<file path="src/rtl/delay_slot_arbiter_pkg.sv">
// Shared definitions for the delay-slot arbiter and other clients of the programmable delay timer.
package delay_slot_arbiter_pkg;

  typedef enum logic [1:0] {
    ST_IDLE    = 2'd0,
    ST_WAIT    = 2'd1,
    ST_FIRE    = 2'd2,
    ST_RELEASE = 2'd3
  } arb_state_t;

  localparam int DEFAULT_DELAY = 10;
  localparam int DEFAULT_W     = 4;

endpackage

</file>
<file path="src/rtl/delay_slot_arbiter_if.sv">
// Request/grant/strobe bundle between the requesters (master) and the delay-slot arbiter (slave).
interface delay_slot_arbiter_if #(
  parameter int N  = 4,
  parameter int IW = 2
);
  logic [N-1:0]  req;
  logic [N-1:0]  grant;
  logic [IW-1:0] grant_id;
  logic          busy;
  logic          fire;
  logic [N-1:0]  ack;

  modport master (output req, input grant, grant_id, busy, fire, ack);
  modport slave  (input req, output grant, grant_id, busy, fire, ack);
endinterface

</file>
<file path="src/rtl/delay_slot_arbiter_req_sync.sv">
// Two-flop synchroniser for one asynchronous request level; two out_clk edges of latency.
module req_sync (
  input  logic out_clk,
  input  logic reset,
  input  logic d,
  output logic q
);
  logic meta;

  always_ff @(posedge out_clk) begin
    if (reset) begin
      meta <= 1'b0;
      q    <= 1'b0;
    end else begin
      meta <= d;
      q    <= meta;
    end
  end
endmodule

</file>
<file path="src/rtl/delay_slot_arbiter.sv">
// Round-robin owner of one delay timer: grant 3 edges after req, fire DELAY cycles after grant,
// ack held until the owner drops req; non-owners simply wait while the timer is busy.
module delay_slot_arbiter
  import delay_slot_arbiter_pkg::*;
#(
  parameter int N     = 4,
  parameter int IW    = 2,
  parameter int DELAY = DEFAULT_DELAY,
  parameter int W     = DEFAULT_W
) (
  input logic                 out_clk,
  input logic                 reset,
  delay_slot_arbiter_if.slave bus
);

  logic [N-1:0]  rs;
  arb_state_t    state, state_n;
  logic [W-1:0]  cnt, cnt_n;
  logic [IW-1:0] ptr, ptr_n;
  logic [IW-1:0] owner, owner_n;
  logic [N-1:0]  grant, grant_n;
  logic [N-1:0]  ack, ack_n;
  logic          fire, fire_n;
  logic          busy;
  logic [IW-1:0] pick;

  for (genvar i = 0; i < N; i++) begin : g_sync
    req_sync u_sync (
      .out_clk (out_clk),
      .reset   (reset),
      .d       (bus.req[i]),
      .q       (rs[i])
    );
  end

  // First set request at or after p, wrapping N-1 -> 0.
  function automatic logic [IW-1:0] rr_pick(input logic [N-1:0] r, input logic [IW-1:0] p);
    logic [2*N-1:0] rot;
    logic           found;
    int             sum;
    logic [IW-1:0]  idx;
    rot   = {r, r} >> p;
    found = 1'b0;
    sum   = 0;
    idx   = '0;
    for (int k = 0; k < N; k++) begin
      if (!found && rot[k]) begin
        found = 1'b1;
        sum   = int'(p) + k;
        if (sum >= N) sum = sum - N;
        idx   = IW'(sum);
      end
    end
    return idx;
  endfunction

  function automatic logic [IW-1:0] next_ptr(input logic [IW-1:0] o);
    return (int'(o) == N - 1) ? '0 : o + 1'b1;
  endfunction

  assign pick = rr_pick(rs, ptr);

  always_comb begin
    state_n = state;
    cnt_n   = cnt;
    ptr_n   = ptr;
    owner_n = owner;
    grant_n = grant;
    ack_n   = ack;
    fire_n  = 1'b0;
    case (state)
      ST_IDLE: begin
        if (|rs) begin
          owner_n = pick;
          grant_n = N'(1) << pick;
          cnt_n   = '0;
          state_n = ST_WAIT;
        end
      end
      ST_WAIT: begin
        // An owner that withdraws before the strobe forfeits its turn silently.
        if (!rs[owner]) begin
          grant_n = '0;
          owner_n = '0;
          cnt_n   = '0;
          ptr_n   = next_ptr(owner);
          state_n = ST_IDLE;
        end else begin
          cnt_n = cnt + 1'b1;
          if (cnt == W'(DELAY - 1)) begin
            fire_n  = 1'b1;
            ack_n   = grant;
            state_n = ST_FIRE;
          end
        end
      end
      ST_FIRE: begin
        state_n = ST_RELEASE;
      end
      ST_RELEASE: begin
        if (!rs[owner]) begin
          ack_n   = '0;
          grant_n = '0;
          owner_n = '0;
          ptr_n   = next_ptr(owner);
          state_n = ST_IDLE;
        end
      end
      default: state_n = ST_IDLE;
    endcase
  end

  always_ff @(posedge out_clk) begin
    if (reset) begin
      state <= ST_IDLE;
      cnt   <= '0;
      ptr   <= '0;
      owner <= '0;
      grant <= '0;
      ack   <= '0;
      fire  <= 1'b0;
      busy  <= 1'b0;
    end else begin
      state <= state_n;
      cnt   <= cnt_n;
      ptr   <= ptr_n;
      owner <= owner_n;
      grant <= grant_n;
      ack   <= ack_n;
      fire  <= fire_n;
      busy  <= |grant_n;
    end
  end

  assign bus.grant    = grant;
  assign bus.grant_id = owner;
  assign bus.busy     = busy;
  assign bus.fire     = fire;
  assign bus.ack      = ack;

endmodule

</file>
<file path="src/flat_wrapper.sv">
// flat-port wrapper written by rule: the top's interface ports become plain ports
module delay_slot_arbiter_flat import delay_slot_arbiter_pkg::*;
#(
  parameter int N     = 4,
  parameter int IW    = 2,
  parameter int DELAY = DEFAULT_DELAY,
  parameter int W     = DEFAULT_W
)
  (out_clk, reset, bus_req, bus_grant, bus_grant_id, bus_busy, bus_fire, bus_ack);
  delay_slot_arbiter_if #(.N(N), .IW(IW)) bus_i ();
  input logic out_clk;
  input logic reset;
  input wire logic [$bits(bus_i.req)-1:0] bus_req;
  output wire logic [$bits(bus_i.grant)-1:0] bus_grant;
  output wire logic [$bits(bus_i.grant_id)-1:0] bus_grant_id;
  output wire logic [$bits(bus_i.busy)-1:0] bus_busy;
  output wire logic [$bits(bus_i.fire)-1:0] bus_fire;
  output wire logic [$bits(bus_i.ack)-1:0] bus_ack;
  assign bus_i.req = bus_req;
  assign bus_grant = bus_i.grant;
  assign bus_grant_id = bus_i.grant_id;
  assign bus_busy = bus_i.busy;
  assign bus_fire = bus_i.fire;
  assign bus_ack = bus_i.ack;
  delay_slot_arbiter #(.N(N), .IW(IW), .DELAY(DELAY), .W(W)) u_core (.out_clk(out_clk), .reset(reset), .bus(bus_i));
endmodule
</file>
<file path="config.mk">
export PLATFORM = sky130hd
export DESIGN_NAME = delay_slot_arbiter_flat
export DESIGN_NICKNAME = d
export VERILOG_FILES = /design/src/rtl/delay_slot_arbiter_pkg.sv /design/src/rtl/delay_slot_arbiter_if.sv /design/src/rtl/delay_slot_arbiter_req_sync.sv /design/src/rtl/delay_slot_arbiter.sv /design/src/flat_wrapper.sv
export SDC_FILE = /design/constraint.sdc
export NUM_CORES = 1
export LEC_CHECK = 0
export BUFFER_PORTS_ARGS = -buffer_cell sky130_fd_sc_hd__buf_2
export CORE_MARGIN = 8
export CORE_UTILIZATION = 40
export DETAILED_ROUTE_END_ITERATION = 12
export GPL_ROUTABILITY_DRIVEN = 0
export GPL_TIMING_DRIVEN = 0
export PLACE_DENSITY = 0.66
export SLEW_MARGIN = 20
export SYNTH_ARGS = -nofsm -noshare
export SYNTH_HDL_FRONTEND = slang
export SYNTH_SLANG_ARGS = --single-unit
</file>
<file path="constraint.sdc">
create_clock -name out_clk -period 5.2 [get_ports out_clk]
set_input_delay 0.26 -clock out_clk [delete_from_list [all_inputs] [get_ports out_clk]]
set_output_delay 0.26 -clock out_clk [all_outputs]
set_load 0.1 [all_outputs]
</file>
==> results.txt <==
----------------------------------------------------
[Synth]
  Most used flip-flop cell after synthesis ... sky130_fd_sc_hd__dfxtp_1
  Net count after synthesis ... 126
  Number of instances in the synthesized netlist ... 117
  Number of warnings reported in the yosys synthesis log ... 0
  Post-synth EDFFs ... 0
  Cell types with the largest area share after synthesis ... sky130_fd_sc_hd__dfxtp_1, sky130_fd_sc_hd__nor2b_1, sky130_fd_sc_hd__a22o_1, sky130_fd_sc_hd__a21oi_1, sky130_fd_sc_hd__ha_1
  Register area share after synthesis ... 47.4%
  Average cell area after synthesis ... 10.1 sq um
  Fraction of synthesized cell area taken by the top area cell type ... 47.4%
  Top cell type by total area after synthesis ... sky130_fd_sc_hd__dfxtp_1
  Cell area after synthesis ... 1180 sq um
  Number of synthesized register bits ... 28
  FFs w/ async S/R, synth ... 0%
  Distinct cell type count of the synthesized netlist ... 38

[Pwr]
  Total net switching power ... 0.000119 W
  Clock group share of total power ... 31.8%
  Reported leakage power ... 0.573 nW
  Largest voltage drop on the vdd net ... 464 uV
  Sequential fraction of design power ... 52.7%
  PD cells ... 324 nW/um^2
  Switching share of total power ... 27.0%
  Comb pwr share ... 15.5%
  Int Pwr ... 0.000321 W

[Route]
  Routed length per placed instance ... 13.3 um
  Vias ... 906
  Per-cell via count in the routed design ... 5.36
  WL final ... 2.26 mm
  Pre-Repair DR Iteration Count ... 4
  Post-DRT Antenna Nets ... 0
  DRC violation count after routing ... 0
  Initial DRC count ... 50

[Global routing]
  Largest net degree at the start of global routing ... 17
  All-Layer GR Usage ... 9.57%
  Number of global-route vias before repair ... 909
  Initial antenna violation count ... 0
  Wire length of the first global-routing pass ... 3.97 mm
  Remaining global-route overflow ... 0

[Hold path]
  Worst Min Path Start ... bus_req[1]
  Path type of the worst min-delay path ... in2reg

[Layout]
  Number of antenna cells inserted ... 0
  Ratio of cells with drive above 1 in the final layout ... 25.4%
  Fillers ... 270
  Number of cells in the finished layout apart from fillers ... 169
  Final non-filler cell area ... 1360 sq um
  Area growth from synthesis to layout ... 14.9%
  Post-layout utilization of the core ... 48.9%
  # nets final ... 148

[CTS]
  Clock slew seen by the registers of the worst setup and hold paths ... 0.14 ns
  Number of buffers inserted during clock tree synthesis ... 3
  Cells resized by post-CTS repair ... 0
  TritonCTS clock tree ... built
  Post-CTS repair timing setup buffer count ... 0
  Root Driver ... sky130_fd_sc_hd__clkbuf_4
  Hold bufs inserted after CTS ... 0
  Later-pin clock latency in the skew report ... 0.33 ns
  Clock net sink count ... 28
  Maximum clock path buffer count ... 2
  # H-tree levels ... 1

[Floorplan]
  Core Rows ... 19
  Area of the core region ... 2780 sq um
  Die area ... 4950 sq um
  Chip width ... 70.4 um
  Starting Density ... 42.5%
  Io pins ... 18
  Height of the chip ... 70.4 um

[Placement]
  Post-Place Cells ... 165
  Post-detailed-placement half-perimeter wirelength ... 1.74 mm
  Instance area after placement ... 1310 sq um
  Count of buffers from port buffering ... 17

[Run]
  Max-cap violations ... 0

[Timing]
  Worst Tran Pin Value ... 0.517 ns
  Final setup vio count ... 0
  Final setup TNS ... 0 ns
  Minimum period implied by the final worst setup slack ... 1.87 ns
  Final Cycle Share ... 36.0%
  Number of hold-slack violations in the final timing report ... 0
  Fin Clk Skew ... 0.00501 ns
  Max Slew Vio Count ... 0
  RSZ-0062 raised after global routing ... false
  Worst hold-check slack ... 0.126 ns
  Fmax achieved ... 0.535 GHz
  Max-slew headroom at the worst pin ... 65.2%

[Setup path]
  Startpoint types ... register
  Worst flop-to-flop path startpoint ... u_core.bus.grant_id[0]
  Critical Path RT ... 5.44 ns
  Largest driver fanout on the critical path ... 8
  Arrival time at the worst endpoint ... 2.11 ns
  Nature of the critical path endpoint ... register
  Launch point of the worst path ... u_core.bus.grant_id[0]
  Worst Path Class, Setup ... reg2reg

[Run status]
  Outcome ... finished, final reports clean

----------------------------------------------------
## path summary, 6_finish.rpt
path         slack (ns)                      endpoint  cells after the start
max reg2reg        3.33             u_core.bus.ack[3]                      5
min                0.13  u_core.g_sync[1].u_sync.meta                      2
max                3.33             u_core.bus.ack[3]                      5
min reg2reg        0.46     u_core.g_sync[2].u_sync.q                      1
## registers in the layout, indices dropped and copies added (netlist names), named ones only
signal,flops
u_core.bus.ack,4
u_core.bus.grant,4
u_core.cnt,4
u_core.g_sync.u_sync.meta,4
u_core.g_sync.u_sync.q,4
u_core.bus.grant_id,2
u_core.ptr,2
u_core.bus.busy,1
u_core.bus.fire,1
u_core.state,1
## worst max-delay path: stages (launching register included)
cell	delay [ns]
sky130_fd_sc_hd__dfxtp_1	0.44
sky130_fd_sc_hd__mux4_2	0.62
sky130_fd_sc_hd__and3_4	0.23
sky130_fd_sc_hd__and2_4	0.15
sky130_fd_sc_hd__buf_6	0.11
sky130_fd_sc_hd__a22o_1	0.22
## cell usage in the layout (no fill, tap or decap), drive strengths merged, types with 2 or more instances in the layout
master	count
a21oi	9
nand2	8
or4	2
nor2b	9
inv	6
dfxtp	28
o2bb2ai	2
buf	19
a21o	2
ha	3
nor2	7
clkbuf	4
mux2	3
mux2i	2
nor3	3
o21ai	4
nor4	2
a22o	7
## per-layer routing
metal  vias to the layer above  wire length (um)  GRT usage (%)
met4                         0                19           3.13
met5                         -                 0              0
li1                        463                 -              -
met1                       423              1060           10.5
met2                        18              1050           16.1
met3                         2               122           4.10
## layout make-up
| class | count | area [sq um] | area share (%) |
|---|---|---|---|
| Tap cell | 31 | 38.8 | 2.85 |
| Clock buffer | 3 | 22.5 | 1.66 |
| Multi-Input combinational cell | 80 | 573 | 42.2 |
| Timing Repair Buffer | 17 | 85.1 | 6.26 |
| Sequential cell | 28 | 561 | 41.3 |
| Clock inverter | 1 | 30.0 | 2.21 |
| Inverter | 6 | 22.5 | 1.66 |
| Buffer | 3 | 26.3 | 1.93 |
## power groups by stage
stage                     sequential (W)  clock (W)  combinational, W
after floorplan                 0.000260          0         0.0000309
after global placement          0.000236          0         0.0000677
after detailed placement        0.000237          0         0.0000686
after CTS                       0.000232   0.000145         0.0000687
after global routing            0.000233   0.000154         0.0000741
final                           0.000232   0.000140         0.0000685
## cell families (layout without fill, tap and decap cells)
logic type | Yosys count | count (layout) | synth area share, %
AND/OR/NAND/NOR | 39 | 39 | 18.7
multiplexers | 6 | 6 | 6.45
flip-flops | 28 | 28 | 47.4
adder cells (fa/ha/maj) | 3 | 3 | 3.17
buffers and inverters | 9 | 30 | 4.13
AO/OA/AOI/OAI | 32 | 32 | 20.1
## cell usage after synthesis, types with 2 or more instances
library cell,number
sky130_fd_sc_hd__o2bb2ai_1,2
sky130_fd_sc_hd__mux2_2,3
sky130_fd_sc_hd__dfxtp_1,28
sky130_fd_sc_hd__inv_1,6
sky130_fd_sc_hd__buf_6,2
sky130_fd_sc_hd__nor2b_1,9
sky130_fd_sc_hd__o21ai_0,4
sky130_fd_sc_hd__nor4_1,2
sky130_fd_sc_hd__nor2_1,7
sky130_fd_sc_hd__or4_1,2
sky130_fd_sc_hd__nand2_1,8
sky130_fd_sc_hd__a21oi_1,8
sky130_fd_sc_hd__nor3_1,3
sky130_fd_sc_hd__mux2i_1,2
sky130_fd_sc_hd__a22o_1,6
sky130_fd_sc_hd__ha_1,3
## stage by stage
step,power (W),setup WS (ns)
2_1_floorplan,0.000291,2.74
3_3_place_gp,0.000304,3.37
3_5_place_dp,0.000305,3.35
4_1_cts,0.000445,3.33
5_1_grt,0.000461,3.24
6_report,0.000440,3.33
Note: power is estimated with default switching activity, not from simulation.
